===== src/rtl/acc_dvd_if.sv =====
// acc_dvd_if: byte bus between the host and the division accelerator
//   master (host): drives StartData, ReceiveData, Input_Data; observes OutBuffFull, ReadyToAccept, Output_Data
//   slave (acc_dvd): the reverse directions
interface acc_dvd_if;
  logic       StartData;
  logic       ReceiveData;
  logic [7:0] Input_Data;
  logic       OutBuffFull;
  logic       ReadyToAccept;
  logic [7:0] Output_Data;
  modport master (output StartData, ReceiveData, Input_Data, input OutBuffFull, ReadyToAccept, Output_Data);
  modport slave (input StartData, ReceiveData, Input_Data, output OutBuffFull, ReadyToAccept, Output_Data);
endinterface


===== src/rtl/acc_dvd.sv =====
// acc_dvd: byte-streamed 16-bit unsigned restoring divider
//   clk   : rising-edge clock
//   rstIw : async active-high reset of input wrapper and divider
//   rstOw : async active-high reset of output wrapper
//   bus   : byte handshake (slave side), dividend/divisor in, quotient/remainder out
module acc_dvd (
  input logic       clk,
  input logic       rstIw,
  input logic       rstOw,
  acc_dvd_if.slave  bus
);
  typedef enum logic [1:0] {IDLE, LOAD, CALC, DONE} state_t;
  state_t      state;
  logic        sd_r, sd_p, rd_r, rd_p;
  logic [1:0]  count;
  logic [31:0] ib;
  logic [15:0] r, q;
  logic [3:0]  it;
  logic        xfer;
  logic [31:0] ob;
  logic [1:0]  ptr;
  logic        full;
  logic        sd_ev, rd_ev, ge;
  logic [16:0] rs;
  assign sd_ev = sd_r & ~sd_p;
  assign rd_ev = rd_r & ~rd_p;
  // 17-bit shifted remainder so the compare never loses the carried-in bit
  assign rs = {r, q[15]};
  assign ge = rs >= {1'b0, ib[15:0]};
  // the 2-bit counter wraps on the 4th byte, which coincides with leaving IDLE
  assign bus.ReadyToAccept = state == IDLE;
  assign bus.OutBuffFull = full;
  // ~idx selects byte 3-idx, giving most-significant-first order
  assign bus.Output_Data = full ? ob[{~ptr, 3'b000} +: 8] : 8'h00;
  always_ff @(posedge clk or posedge rstIw)
    if (rstIw) begin
      state <= IDLE;
      sd_r <= 1'b0;
      sd_p <= 1'b0;
      count <= 2'd0;
      ib <= 32'd0;
      r <= 16'd0;
      q <= 16'd0;
      it <= 4'd0;
      xfer <= 1'b0;
    end else begin
      sd_r <= bus.StartData;
      sd_p <= sd_r;
      xfer <= 1'b0;
      case (state)
        IDLE: if (sd_ev) begin
          ib[{~count, 3'b000} +: 8] <= bus.Input_Data;
          count <= count + 2'd1;
          if (count == 2'd3) state <= LOAD;
        end
        LOAD: begin
          r <= 16'd0;
          q <= ib[31:16];
          it <= 4'd0;
          state <= CALC;
        end
        CALC: begin
          r <= ge ? rs[15:0] - ib[15:0] : rs[15:0];
          q <= {q[14:0], ge};
          it <= it + 4'd1;
          if (it == 4'd15) state <= DONE;
        end
        DONE: if (!full) begin
          xfer <= 1'b1;
          count <= 2'd0;
          state <= IDLE;
        end
      endcase
    end
  // a load always wins over a simultaneous read, which is moot since the buffer is empty then
  always_ff @(posedge clk or posedge rstOw)
    if (rstOw) begin
      rd_r <= 1'b0;
      rd_p <= 1'b0;
      ob <= 32'd0;
      ptr <= 2'd0;
      full <= 1'b0;
    end else begin
      rd_r <= bus.ReceiveData;
      rd_p <= rd_r;
      if (xfer) begin
        ob <= {q, r};
        ptr <= 2'd0;
        full <= 1'b1;
      end else if (rd_ev && full) begin
        ptr <= ptr + 2'd1;
        if (ptr == 2'd3) full <= 1'b0;
      end
    end
endmodule


===== src/flat_wrapper.sv =====
// flat-port wrapper written by rule: the top's interface ports become plain ports
module acc_dvd_flat 
  (clk, rstIw, rstOw, bus_StartData, bus_ReceiveData, bus_Input_Data, bus_OutBuffFull, bus_ReadyToAccept, bus_Output_Data);
  acc_dvd_if bus_i ();
  input logic clk;
  input logic rstIw;
  input logic rstOw;
  input wire logic [$bits(bus_i.StartData)-1:0] bus_StartData;
  input wire logic [$bits(bus_i.ReceiveData)-1:0] bus_ReceiveData;
  input wire logic [$bits(bus_i.Input_Data)-1:0] bus_Input_Data;
  output wire logic [$bits(bus_i.OutBuffFull)-1:0] bus_OutBuffFull;
  output wire logic [$bits(bus_i.ReadyToAccept)-1:0] bus_ReadyToAccept;
  output wire logic [$bits(bus_i.Output_Data)-1:0] bus_Output_Data;
  assign bus_i.StartData = bus_StartData;
  assign bus_i.ReceiveData = bus_ReceiveData;
  assign bus_i.Input_Data = bus_Input_Data;
  assign bus_OutBuffFull = bus_i.OutBuffFull;
  assign bus_ReadyToAccept = bus_i.ReadyToAccept;
  assign bus_Output_Data = bus_i.Output_Data;
  acc_dvd u_core (.clk(clk), .rstIw(rstIw), .rstOw(rstOw), .bus(bus_i));
endmodule

===== config.mk =====
export PLATFORM = sky130hd
export DESIGN_NAME = acc_dvd_flat
export DESIGN_NICKNAME = d
export VERILOG_FILES = /design/src/rtl/acc_dvd_if.sv /design/src/rtl/acc_dvd.sv /design/src/flat_wrapper.sv
export SDC_FILE = /design/constraint.sdc
export NUM_CORES = 1
export LEC_CHECK = 0
export CORE_MARGIN = 1.5
export CORE_UTILIZATION = 61
export CTS_CLUSTER_DIAMETER = 100
export DETAILED_ROUTE_END_ITERATION = 8
export HOLD_SLACK_MARGIN = 0.15
export PLACE_DENSITY_LB_ADDON = 0.05
export SYNTH_ARGS = -nofsm -noshare
export SYNTH_HDL_FRONTEND = slang
export SYNTH_SLANG_ARGS = --single-unit

===== constraint.sdc =====
create_clock -name clk -period 3.2 [get_ports clk]
set_clock_uncertainty 0.15 [all_clocks]
set_input_delay 0.64 -clock clk [delete_from_list [all_inputs] [get_ports clk]]
set_output_delay 0.64 -clock clk [all_outputs]
set_load 0.1 [all_outputs]

# After elaboration in Yosys (flattened, before gate mapping)
# Cells that the tools add are included.
[classes]
n_mux = 20
reduce_logical = 10
n_bitwise = 6
n_shift = 3
div = 0
n_lt_le_gt_ge = 1
multipliers = 0
eq_ne = 10
add_sub_neg = 5
[op_table]
columns = ["cell", "count"]
rows = [
  ["case mux 16 bit (2 select lines)", 2],
  ["bitwise mux 32 bit", 1],
  ["variable shift 8 x 7 -> 32 bit, first input constant", 1],
  ["indexed part select 32 x 6 -> 8 bit", 1],
  ["indexed part select 8 x 7 -> 32 bit", 1],
  ["greater-or-equal comparator 17 x 16 -> 1 bit", 1],
  ["two-way mux 16 bit", 1],
  ["subtractor 16 bit", 1],
  ["two-way mux 2 bit", 7],
  ["== test 2 bit, second input constant", 4],
  ["two-way mux 8 bit", 1],
  ["case mux 2 bit (4 select lines)", 1],
  ["case mux 4 bit (2 select lines)", 1],
  ["nonzero test 2 bit", 4],
  ["negator 5 -> 7 bit", 1],
  ["inequality test 2 x 1 -> 1 bit, second input constant", 3],
  ["two-way mux 1 bit", 5],
  ["adder 2 x 1 -> 2 bit, second input constant", 2],
  ["adder 4 x 1 -> 4 bit, second input constant", 1],
  ["== test 4 bit, second input constant", 1],
  ["inverter 2 bit", 2],
  ["case mux 2 bit (2 select lines)", 1],
  ["AND reduction 2 bit", 2],
  ["AND reduction 4 bit", 1],
  ["other kinds (7)", 9],
]
[totals]
latchBits = 0
out_inout_bits = 10
input_bits = 13
wordCells = 69
register_bits = 112
mem_bits_rw = 0
mem_count = 0
rom_bits = 0

# Logic depth before layout (Yosys ltp)
[logic_depth]
depth_word = 5
mapped_depth = 11
mapped_depth_nobuf = 9

# Worst setup path after synthesis
# No wires, ideal clock.
[synth_path]
kind = "reg2out"
start = "register u_core.full, in the netlist u_core.bus.OutBuffFull"
end = "output bus_Output_Data[0]"
path_stages_with_launch = 3
arrival_time_ps = 2033
setup_slack_ps = 377
required_ps = 2410
cell_sequence = "dfrtp_1 > clkbuf_1 > and2_1"
[synth_via]
elab_chain_len = 1
[synth_lines]
columns = ["item", "line_no", "text"]
rows = [
  ["start, declared", "acc_dvd.sv:22", "logic full;"],
  ["start signal, assigned", "acc_dvd.sv:82", "full <= 1'b0;"],
  ["start signal, assigned", "acc_dvd.sv:89", "full <= 1'b1;"],
  ["start signal, assigned", "acc_dvd.sv:92", "if (ptr == 2'd3) full <= 1'b0;"],
  ["two-way mux 8 bit", "acc_dvd.sv:34", "assign bus.Output_Data = full ? ob[{~ptr, 3'b000} +: 8] : 8'h00;"],
  ["end, declared", "flat_wrapper.sv:13", "output wire logic [$bits(bus_i.Output_Data)-1:0] bus_Output_Data;"],
]
# Every way passes these cells.

# Worst setup path after layout
[layout_path]
start = "register u_core.ptr[0]"
end = "output bus_Output_Data[1]"
[layout_via]
elab_chain_len = 3
[layout_lines]
columns = ["item", "line_no", "text"]
rows = [
  ["start, declared", "acc_dvd.sv:21", "logic [1:0] ptr;"],
  ["start signal, assigned", "acc_dvd.sv:91", "ptr <= ptr + 2'd1;"],
  ["inverter 2 bit", "acc_dvd.sv:34", ""],
  ["indexed part select 32 x 6 -> 8 bit", "acc_dvd.sv:34", ""],
  ["two-way mux 8 bit", "acc_dvd.sv:34", ""],
]
# Every way passes these cells.

==> results_dict.tcl <==
set metrics [dict create \
    yosys.area.top_type "dfrtp_1" \
    drc 0 \
    grt_pass1_wl_mm 22.1 \
    clockRootBuffer "clkbuf_8" \
    antenna_found_initial 0 \
    maxCapViolations 0 \
    powerDensity_mw_per_mm2 1000 \
    routed_wl_mm 14.0 \
    hold_violations 0 \
    path_class "register to output port" \
    p_leak_nw 2.96 \
    grt_pass1_vias 4184 \
    drtIter0Drc 307 \
    syn_area_per_cell_um2 10.0 \
    cp_cell_sequence "mux4_2 > and2_1 > buf_4" \
    clk_path_buf_depth 2 \
    grt_usage_pct 28.6 \
    synthCells 603 \
    critPathArrivalTime_ps 2080 \
    post_cts_buffers 0 \
    area_delta_synth_final_pct 7.95 \
    routabilityCongestion 0.897 \
    worst_pin_slew_ps 874 \
    ios 23 \
    dr_total_vias 4407 \
    max_stage_delay_ps 710 \
    crit_required_ps 2410 \
    ant_nets 0 \
    outcome "finished clean" \
    cts_hold_buf 0 \
    viasPerCell 5.88 \
    relSlewSlack_pct 41.6 \
    yosysWarnings 0 \
    synth.distinct_cells 58 \
    reg2reg_from "u_core.r[9]" \
    numCtsBuffers 9 \
    synthFlopType "dfrtp_1" \
    hpwl_mm 10.5 \
    endpoint_kind "output port" \
    synth_edf_count 0 \
    first_pass_iters 4 \
    fin_crit_sh_pct 89.6 \
    syn-num-nets 643 \
    worstHoldEndpoint "u_core.sd_p" \
    row_count 36 \
    fin_crit_ps 2870 \
    crit_slowest_cell "dfrtp_1" \
    reg2reg_depth 7 \
    seq_area_mm2 0.00280 \
    fmax_mhz 349 \
    yosys.area.top_type_share_pct 46.4 \
    final_area_mm2 0.00652 \
    whs_path_depth 0 \
    wl_per_cell_um 18.7 \
    hold_path.class "register to register" \
    syn_area_mm2 0.00604 \
    core_area_mm2 0.00968 \
    crit_path_max_fanout 10 \
    synth_seq_cells 112 \
    r2r_slack_ps 390 \
    setup_violations 0 \
    final_max_slew_viol_count 0 \
    initial_core_util_pct 62.4 \
    drive_gt1_share_pct 13.8 \
    globalRouteOverflowTotal 0 \
    clock_sinks 112 \
    io_buffers 22 \
    die_w_um 103 \
    tns_ps 0 \
    antenna_cells 0 \
    critPathLaunchType "register" \
    fill_cells 789 \
    clk_latency_ps 380 \
    cts_resized 0 \
    rsz0062_at_grt "no" \
    synthArstFlopShare_pct 100 \
    whs_ps 239 \
    ctsHtreeMaxLevel 3 \
    min-delay-start "u_core.sd_r" \
    die_y_um 103 \
    critPathLaunch "u_core.ptr[0]" \
    place_area_mm2 0.00631 \
    ys_seq_area_share_pct 46.4 \
    cts_tree "yes" \
    synth.area.top_cells "dfrtp_1 46%, mux2_2 6.3%, nand2_1 5.8%" \
    die-area_mm2 0.0105 \
    multiInputGateArea_mm2 0.00292 \
    grt_start_max_net_pins 62 \
    peakVddDrop_mv 0.692 \
    num-nets-final 652 \
    clkTransAtPathRegs_ps 100 \
    crit-reg2reg-capture "u_core.r[6]" \
]
cells in the mapped netlist (all sizes together) (2+ instances only):
library cell / instances
nor4: 2
ha: 26
mux2i: 17
mux4: 8
o31a: 2
a31oi: 3
a211oi: 3
o211ai: 6
a311o: 3
o21bai: 2
nand2: 94
nand2b: 5
nor2: 31
or3: 2
o32ai: 5
buf: 15
nor2b: 7
dfrtp: 112
inv: 39
o31ai: 3
xnor2: 7
o221ai: 6
a21oi: 29
mux2: 34
a211o: 2
a221oi: 2
nand3: 21
and3: 3
and2: 10
clkbuf: 18
a31o: 5
nor3: 5
o21a: 4
nor3b: 3
o21ai: 45
xor2: 4
a21o: 6
cells by family after synthesis:
logic type                 Yosys count  share of synthesized area (%)
and+or+nand+nor                    189                           14.2
AOI/OAI and AO/OA                  133                           14.7
DFF                                112                           46.4
buffers and inverters               72                           5.30
muxes                               59                           12.1
adders and majority gates           27                           5.71
xor gates and xnor gates            11                           1.59
final cells by class:
cell class	instances	area share, %
clock buffers	11	2.01
well taps	133	2.55
inverters	39	2.24
clock inverters	4	1.21
flip-flops and latches	112	43.0
repair buffers	31	4.22
multi-input cells	419	44.8
power by group:
| part | internal, mW | switching [mW] | total [mW] |
|---|---|---|---|
| sequential | 1.91 | 0.449 | 2.36 |
| clock | 0.443 | 0.466 | 0.909 |
| combinational | 1.20 | 2.09 | 3.29 |
| total | 3.55 | 3.00 | 6.55 |
metal layers:
| metal | part of all wire (%) | routed length [um] | vias up | global-route usage [%] |
|---|---|---|---|---|
| met5 | 0 | 0 | - | 0 |
| met4 | 1.6 | 230 | 0 | 8.22 |
| met3 | 4.8 | 676 | 11 | 6.24 |
| met2 | 48 | 6710 | 107 | 45.2 |
| met1 | 46 | 6400 | 2153 | 40.1 |
| li1 | - | - | 2136 | - |
state kept, by name, summed over array words and instances (netlist names):
register	count
u_core.q	16
u_core.ptr	2
u_core.rd_r	1
u_core.count	2
u_core.bus.OutBuffFull	1
u_core.r	16
u_core.ib	32
u_core.ob	32
u_core.state	2
u_core.it	4
u_core.sd_p	1
u_core.xfer	1
u_core.rd_p	1
u_core.sd_r	1
how the worst max path moves through the flow:
stage	endpoint	slack, ps	depth (start not counted)
floorplan	bus_Output_Data[0]	380	2
CTS	bus_Output_Data[1]	270	3
finish	bus_Output_Data[1]	330	3
global placement	u_core.r[3]	510	8
global route	bus_Output_Data[3]	190	3
detailed placement	u_core.r[6]	420	7
stage by stage:
stage          utilization [%]  instances  power (mW)  setup slack [ps]
6_report                  67.4        749        6.55               332
4_1_cts                   67.4        749        6.58               273
3_5_place_dp              65.2        734        5.66               421
3_3_place_gp              65.2        734        5.53               512
2_1_floorplan                -        603        4.88               377
5_1_grt                   67.4        749        7.00               188
critical path: cells and delay by family (launching register included):
family | cells | cell delay (ps)
flip-flops | 1 | 710
multiplexers | 1 | 580
buffers and inverters | 1 | 230
AND/OR/NAND/NOR | 1 | 180
cells in the final DEF, fill, tap and decap left out, types with 3 or more instances in the layout:
cell type and count:
o32ai_1 5, o211ai_1 6, o31ai_1 3, nand2b_1 5
o21ai_0 43, xnor2_1 7, mux4_2 8, o21a_1 4
nor3_1 5, ha_1 25, inv_1 38, mux2_2 34
a21oi_1 29, o221ai_1 6, mux2i_1 17, a211oi_1 3
clkbuf_8 9, nand2_1 94, nand3_1 21, xor2_1 4
dfrtp_1 112, buf_4 18, a311o_1 3, nor2_1 31
a31o_2 5, nor3b_1 3, nor2b_1 7, and2_1 9
a21o_1 6, clkdlybuf4s50_1 12
No activity file was read; power rests on OpenSTA's default activity.
==> patch: new RTL, same flow settings <==
The 4 states of `state_t` get a one-hot encoding in 4 bits.
--- a/src/rtl/acc_dvd.sv
+++ b/src/rtl/acc_dvd.sv
@@ -9,7 +9,7 @@
   input logic       rstOw,
   acc_dvd_if.slave  bus
 );
-  typedef enum logic [1:0] {IDLE, LOAD, CALC, DONE} state_t;
+  typedef enum logic [3:0] {IDLE = 4'b0001, LOAD = 4'b0010, CALC = 4'b0100, DONE = 4'b1000} state_t;
   state_t      state;
   logic        sd_r, sd_p, rd_r, rd_p;
   logic [1:0]  count;
Check against the original RTL: no difference found for any inputs over 10 cycles, from zero or initial values and one cycle with rstIw high; not proved beyond that.
==> patch against the original RTL <==
  * Sequential cell count up 2
  * Hold slack worse by 17 ps
  * Cell area up 9.4%
  * Worst setup slack worse by 170 ps
  * Area after synthesis up 4.2%
  * Final cell count up 4.3%
  * Utilization up 4.7 points
  * Maximum frequency down 5.5%
  * Routed wire length up 8.6%
  * Largest cell class unchanged
Power is not compared: it rests on default switching activity, and its combinational part moved more than twofold at a synthesized area within 25%.
==> patch: results (changes against the original RTL) <==
synthesized-area fraction occupied by adder cells=0.0489 (-0.00827); post-synthesis compound-gate area fraction=0.156 (+0.00897); Clock Latency Late Sink=520 ps (+140 ps); post-place setup slack=465 ps (+43.9 ps); antenna violations before repair=0 (unchanged); GRT Total Usage=0.303 (+0.0170); Ys Warns=0 (unchanged); largest registers=u_core.ib (32), u_core.ob (32); worst rel slew slack=0.357 (-0.0585); CP max FO=10 (unchanged); final WL=15200 µm (+8.6%); sequential cell area fraction in the yosys report=0.453 (-0.0106); Post-Synth XOR/XNOR Area=0.0139 (-0.00203); setup bufs post-CTS=0 (unchanged); layout cells sized above 1=0.182 (+0.0441); Final Non-Filler Cells=781 (+4.3%); synth top area cells=dfrtp_1 45%, nand2_1 7.2%, mux2_2 6.3%; Reg clk slew, reported paths=50 ps (-50 ps); reg2reg start=u_core.r[11]$_DFFE_PP0P_; multiplexer area fraction after synthesis=0.117 (-0.00469); DRT iter0 DRCs=382 (+24%); HPWL after DPL=10900 µm (+3.0%); CP startpoint=u_core.ptr[0]$_DFFE_PP0P_; TritonCTS Buffers=17 (+8); dpl cells=751 (+2.3%); Avg Cell Area, Syn=10.2 µm² (+1.3%); vias in the first global route=4789 (+14%); pin count of the biggest net entering global routing=78 (+26%); hold crit path type=flop to flop; hold path startpoint=u_core.rd_r$_DFF_PP0_; first-pass GRT wire length=25400 µm (+15%); antenna cells=0 (unchanged); total gr overflow=0 (unchanged); CTS max path bufs=2 (unchanged); Syn Nets=657 (+2.2%); VDD IR-drop max=about 350 µV; # resized after CTS=0 (unchanged); Placed Area=6550 µm² (+3.8%); post-synthesis async set-or-reset flop share=1.00 (unchanged); Net count, final=674 (+3.4%); Post-synth top cells=121 x nand2_1, 113 x dfrtp_1, 60 x o21ai_0; WP data arrival=2240 ps (+160 ps); Leak=3.36 nW; status=complete, no violations; clock root cell=clkbuf_8; H-tree levels=4 (+1); I/O Buffers=22 (unchanged); Pre-antenna DRT Iters=5 (+1); Via density=6.13 (+4.3%); RePlAce Congestion=0.931 (+3.7%); post-synthesis cell type count=77 (+33%)
[patch: changes by cell type after synthesis, sizes merged, moves of 9 or more]
cell / unedited run / this run
nor2: 31 / 18
nand3: 21 / 10
inv: 39 / 24
nor3: 5 / 14
o21ai: 45 / 64
nand2: 94 / 123
a21oi: 29 / 17
[patch: cells by family (layout without fill, tap and decap cells)]
kind of cell / count (synthesis) / in the layout
simple gates: 210 / 210
compound gates: 143 / 143
flops: 114 / 114
buf+inv: 60 / 88
mux: 59 / 59
fa+ha+maj: 24 / 24
xor+xnor: 10 / 10
[patch: final timing paths]
kind / end / slack, ps / cells past startpoint
hold / removal: u_core.rd_p$_DFF_PP0_ / 220 / 0
setup reg to reg: u_core.r[9]$_DFFE_PP0P_ / 440 / 7
hold reg to reg: u_core.rd_p$_DFF_PP0_ / 220 / 0
min in group asynchronous: u_core.sd_p$_DFF_PP0_ / 370 / 3
max in group asynchronous: u_core.ob[24]$_DFFE_PP0P_ / 2160 / 3
setup / recovery: bus_Output_Data[1] / 170 / 3
[patch: power breakdown]
group / internal, mW / switching (mW) / leakage [nW]
logic: 0.0183 / 0.0397 / 1.66
clock network: 1.26 / 0.610 / 0.288
registers: 1.45 / 0.000886 / 1.41
[patch: final cells by class]
class,instances,area [µm²]
tap,133,166
inverter,24,90.1
clock buffer,25,484
fill,714,2770
timing repair buffer,34,298
sequential,114,2850
multi-input combinational,446,3150
clock inverter,5,100
[patch: routing by layer]
metal,routed length [µm],up-vias,global-route usage
li1,-,2247,-
met1,6970,2375,0.419
met2,7150,144,0.476
met3,702,25,0.0605
met4,392,0,0.114
met5,0,-,0
[patch: worst max-delay path: stages (launching register included)]
cell and delay, ps:
dfrtp_1 730, mux4_2 590, and2_1 170, buf_4 230
